### src/rtl/control_seq.sv
// control_seq: handshaked instruction decoder driving per-register commands and ALU op, with multi-cycle divk
module control_seq #(
   parameter int NREG    = 3,
   parameter int SHAMT_W = 3
) (
   input  logic               clk,
   input  logic               rst_n,
   input  logic               instr_valid,
   output logic               instr_ready,
   input  logic [2:0]         instrucao,
   input  logic [SHAMT_W-1:0] shamt,
   output logic [2*NREG-1:0]  T,
   output logic [1:0]         Tula,
   output logic               busy,
   output logic               done
);
   localparam logic [1:0] LD = 2'b01, SHR = 2'b10, RST = 2'b11;
   typedef enum logic {IDLE, SHIFT} state_t;
   state_t state, state_n;
   logic [SHAMT_W-1:0] cnt, cnt_n;
   logic [2*NREG-1:0] t_n;
   logic [1:0] tula_n;
   logic done_n, accept, multi;
   assign instr_ready = (state == IDLE);
   assign busy = (state == SHIFT);
   assign accept = instr_valid & instr_ready;
   assign multi = shamt > SHAMT_W'(1);
   always_ff @(posedge clk or negedge rst_n)
      if (!rst_n) begin
         state <= IDLE;
         cnt   <= '0;
         T     <= '0;
         Tula  <= 2'b00;
         done  <= 1'b0;
      end else begin
         state <= state_n;
         cnt   <= cnt_n;
         T     <= t_n;
         Tula  <= tula_n;
         done  <= done_n;
      end
   always_comb begin
      state_n = state;
      cnt_n   = cnt;
      t_n     = '0;
      tula_n  = 2'b00;
      done_n  = 1'b0;
      if (state == SHIFT) begin
         t_n[3:2] = SHR;
         cnt_n    = cnt - SHAMT_W'(1);
         if (cnt == SHAMT_W'(1)) begin
            state_n = IDLE;
            done_n  = 1'b1;
         end
      end else if (accept) begin
         done_n = 1'b1;
         case (instrucao)
            3'b000: begin t_n[1:0] = LD; t_n[3:2] = RST; t_n[5:4] = RST; end
            3'b001: begin t_n[1:0] = LD; t_n[3:2] = LD; tula_n = 2'b01; end
            3'b010: begin t_n[3:2] = LD; tula_n = 2'b01; end
            3'b011: begin
               t_n[3:2] = (shamt != '0) ? SHR : 2'b00;
               done_n   = !multi;
               if (multi) begin
                  state_n = SHIFT;
                  cnt_n   = shamt - SHAMT_W'(1);
               end
            end
            3'b100: begin t_n[1:0] = RST; t_n[3:2] = RST; t_n[5:4] = LD; end
            3'b101: begin t_n[3:2] = LD; tula_n = 2'b10; end
            3'b110: ;
            default: t_n = '1;
         endcase
      end
   end
endmodule

### config.mk
export PLATFORM = sky130hd
export DESIGN_NAME = control_seq
export DESIGN_NICKNAME = d
export VERILOG_FILES = /design/src/rtl/control_seq.sv
export SDC_FILE = /design/constraint.sdc
export NUM_CORES = 1
export LEC_CHECK = 0
export ABC_CLOCK_PERIOD_IN_PS = 1600
export CAP_MARGIN = 20
export CORE_MARGIN = 1
export CORE_UTILIZATION = 45
export DETAILED_ROUTE_END_ITERATION = 7
export GPL_ROUTABILITY_DRIVEN = 0
export PLACE_DENSITY = 0.85
export REMOVE_ABC_BUFFERS = 1
export SYNTH_ARGS = -nofsm -noshare
export SYNTH_HDL_FRONTEND = slang
export SYNTH_SLANG_ARGS = --single-unit
### constraint.sdc
create_clock -name clk -period 1.6 [get_ports clk]
set_input_delay 0.16 -clock clk [delete_from_list [all_inputs] [get_ports clk]]
set_output_delay 0.16 -clock clk [all_outputs]
set_load 0.01 [all_outputs]
# Yosys cells after proc, flatten, opt, wreduce, memory -nomap -nowiden
# Cells that the tools add are included.
# op_classes
add_sub_neg	2
magnitude_cmp	1
n_eq_ne	7
mux	24
n_bitwise	2
reduce_logical	12
# op_table
op	n
$mux W2	6
$mux W3	4
$pmux W2 S2	3
$eq A3 B3 Y1 const B	3
$mux W1	9
$eq A3 B1 Y1 const B	2
$eq A3 B2 Y1 const B	2
$mux W6	1
$pmux W2 S3	1
$reduce_bool A2 Y1	3
$sub A3 B1 Y3 const B	2
$reduce_or A5 Y1	1
$reduce_or A2 Y1	2
$reduce_or A4 Y1	1
$gt A3 B1 Y1 const B	1
$logic_not A3 Y1	1
$reduce_and A3 Y1	1
$reduce_bool A3 Y1	1
$reduce_or A3 Y1	1
$and A1 B1 Y1	1
$logic_not A1 Y1	1
$not A1 Y1	1
# totals
regBits	13
inputBits	9
output_inout_bits	11
elab_cells	53

# Longest topological paths before layout
# depth
ltp_word	5
mapped_depth	6
depth_no_buf	6

# Worst setup path before layout
# OpenSTA, ideal clock, no wires.
# synth_timing
path_kind	input port to flip-flop
start	input shamt[1]
end	register cnt[2]
t_arrival_ps	1358
required_time_ps	1475
slack_ps	117
cell_stages	6
path_buffers	0
cell_sequence	inv_1 > ha_1 > o21bai_1 > a2111oi_4 > nor2_2 > mux2_4
# synth_via
elab_chain_len	5
word_cells_on_any_way	8
cone_classes	add/sub: 1; order compare: 1; mux: 4; reduce/logical: 2
# synth_rtl
element	line	rtl
start: declaration	11	input logic [SHAMT_W-1:0] shamt,
$sub A3 B1 Y3	66	cnt_n = shamt - SHAMT_W'(1);
$mux W3	64	if (multi) begin
$mux W3	57	case (instrucao)
$mux W3	55	end else if (accept) begin
$mux W3	48	if (state == SHIFT) begin
end signal: assignment	37	cnt <= cnt_n;
end: declaration	20	logic [SHAMT_W-1:0] cnt, cnt_n;
# Several ways; a longest one is shown, not always the timed one. The select of a mux whose other input is x is not followed.
# A chain may end at the register's enable or synchronous reset.

# Worst setup path in the final report
# layout_timing
start	input shamt[0]
end	register cnt[2]
# The elaborated chain is that of the path after synthesis.

==> metrics.yaml <==
job:
  maxCapViolations: 0
global_route:
  antenna_found_initial: 0
  grt_pass1_wl_mm: 2.39
  grt_usage_pct: 17.9
  grt_overflow_total: 0
  grt_max_degree: 14
  grt_pass1_vias: 569
setup_path:
  endpoint_kind: "flop"
  endpoint: "cnt[2]"
  start_kind: "input port"
  startpoint: "shamt[0]"
  r2r-start: "cnt[0]"
  cp_max_fo: 2
  critical_path_class: "in2reg"
  r2r-end: "cnt[2]"
  arrival_ns: 1.70
  required_ns: 1.77
  reg2reg_slack_ns: 0.28
  r2r_cells: 6
clock_network:
  clk_path_buf_depth: 2
  clk_latency_ns: 0.28
  cts_hold_buf: 0
  cts_tree: "built"
  cts_made_buffers: 3
  ctsHtreeMaxLevel: 1
  numClockSinks: 13
  post-cts-setup-buffers: 0
  cts_root_buffer: "clkbuf_4"
  clk_pin_slew_ns: 0.08
pwr:
  p_per_area_mw_per_mm2: 1240
  p_leak_nw: 0.488
  vdd_drop_max_uv: 694
synthesis:
  synth_cells: 65
  synth.distinct_cells: 28
  ys_ff_latch: 13
  synth-seq-area-share_pct: 46.0
  avgSynthCellArea_um2: 10.9
  yosys_warnings: 0
  synth_area_um2: 707
routing:
  drc_errors: 0
  drtIter0Drc: 17
  wl_mm: 1.44
  ant_nets: 0
  dr_total_vias: 583
  first_pass_iters: 5
  viasPerCell: 5.21
  drt-wirelength-per-cell_um: 12.9
finish:
  multiInputGateArea_um2: 348
  nFillCells: 87
  antenna_cells: 0
  nets: 112
  regArea_um2: 325
  syn_to_final_growth_pct: 44.8
  post-route-util_pct: 74.0
  drive_above_1_share_pct: 24.7
timing:
  hold_viol_final: 0
  setup_viol: 0
  rsz0062_at_grt: "false"
  hold_slack_ns: 0.243
  relSlewSlack_pct: 61.9
  finalSetupTns_ns: 0
  fmax_ghz: 0.652
  finClkSkew_ns: 0.00118
  fin_crit_sh_pct: 95.9
  worst_pin_slew_ns: 0.569
  fin_crit_ns: 1.53
  drv_slew: 0
die:
  core-area_mm2: 0.00138
  num_rows: 13
  die_y_um: 41.6
  die_area_mm2: 0.00173
  ios: 20
  die_w_um: 41.6
  initial_core_util_pct: 51.1
status:
  outcome: "complete, no violations"
placed_design:
  dpl.hpwl_mm: 1.15
  port_buffers: 19
worst_hold_path:
  hold_path.class: "in2async"
[stage by stage]
step	power (mW)	instance area, um2	worst slack (ns)	cells
global route	1.35	1020	0.0368	112
finish	1.27	1020	0.0658	112
floorplan	0.783	688	0.117	62
detailed placement	1.07	987	-0.382	108
CTS	1.27	1020	0.0388	112
global placement	1.04	987	-0.341	108
[placed cells by master (no fill, tap or decap), types with 2 or more instances in the layout]
| cell type | count |
|---|---|
| xor2_1 | 2 |
| a21oi_1 | 5 |
| nand2b_1 | 2 |
| clkbuf_4 | 3 |
| ha_1 | 5 |
| dfrtp_1 | 13 |
| xnor2_1 | 2 |
| clkdlybuf4s50_1 | 18 |
| buf_4 | 12 |
| nand3_1 | 2 |
| nand2_1 | 3 |
| o21ai_0 | 3 |
| mux2_2 | 2 |
| inv_1 | 6 |
| nor3_1 | 2 |
[per-layer routing]
layer	up-vias	GRT usage, %	part of all wire (%)
li1	286	-	-
met1	265	22.3	44
met2	27	29.1	49
met3	5	2.61	4.6
met4	0	11.0	2.5
met5	-	0	0
[logic make-up after synthesis]
| kind of cell | share of synthesized area [%] |
|---|---|
| and+or+nand+nor | 12.0 |
| adders and majority gates | 8.85 |
| AOI/OAI and AO/OA | 15.0 |
| buffers and inverters | 6.37 |
| xor gates and xnor gates | 4.96 |
| muxes | 6.72 |
| DFF | 46.0 |
[cells in the mapped netlist]
cell / instances / share of area, %
a21oi_1: 5 / 3.5
inv_1: 7 / 3.7
o21a_1: 1 / 1.1
a211oi_1: 1 / 1.1
nand3_1: 2 / 1.4
dfrtp_1: 13 / 46
nor3_1: 2 / 1.4
a21o_1: 1 / 1.1
or2_2: 1 / 0.89
xnor2_1: 2 / 2.5
a2111oi_4: 1 / 3.9
mux2_4: 1 / 2.1
mux2_2: 2 / 3.2
nor2_2: 1 / 0.89
or3_1: 1 / 0.89
nand2b_1: 2 / 1.8
buf_4: 2 / 2.1
o21ai_0: 3 / 2.1
ha_1: 5 / 8.8
clkbuf_1: 1 / 0.53
xor2_1: 2 / 2.5
a211o_1: 1 / 1.2
o21bai_1: 1 / 1.1
nand2_2: 1 / 0.89
nor3b_1: 1 / 1.1
mux2i_1: 1 / 1.4
and4_1: 1 / 1.2
nand2_1: 3 / 1.6
[sequential cells by signal (all words and copies together), names as in the netlist]
name	flops
T	6
done	1
cnt	3
Tula	2
busy	1
[power by group]
part	switching (mW)	internal (mW)	leakage, nW
sequential	0.0512	0.422	0.166
combinational	0.265	0.334	0.306
clock	0.105	0.0968	0.0150
[worst max-delay path, cell delays in order]
cell and delay, ns:
clkdlybuf4s50_1 0.42, ha_1 0.20, o21bai_4 0.18, a2111oi_4 0.33, nor2_2 0.10, mux2_4 0.30
[area by class of cell]
type | count | area share (%)
inverters | 7 | 2.57
multi-input cells | 42 | 34.0
well taps | 15 | 1.83
flip-flops and latches | 13 | 31.8
repair buffers | 31 | 27.3
clock buffers | 4 | 2.57
[worst min path at each step]
stage                 from  endpoint  slack, ns  cells after the start
detailed placement  cnt[0]    cnt[0]       0.50                      1
finish               rst_n      T[2]       0.24                      1
CTS                  rst_n    cnt[2]       0.27                      1
floorplan            rst_n      T[0]      -0.14                      0
global route         rst_n      T[2]       0.30                      1
global placement    cnt[0]    cnt[0]       0.49                      1
[repair_timing]
action / in CTS / in global routing
gates cloned: 0 / 0
setup endpoints to repair: 3 / 1
resized for setup: 3 / 1
pin swaps: 2 / 0
No activity file was read; power rests on OpenSTA's default activity.
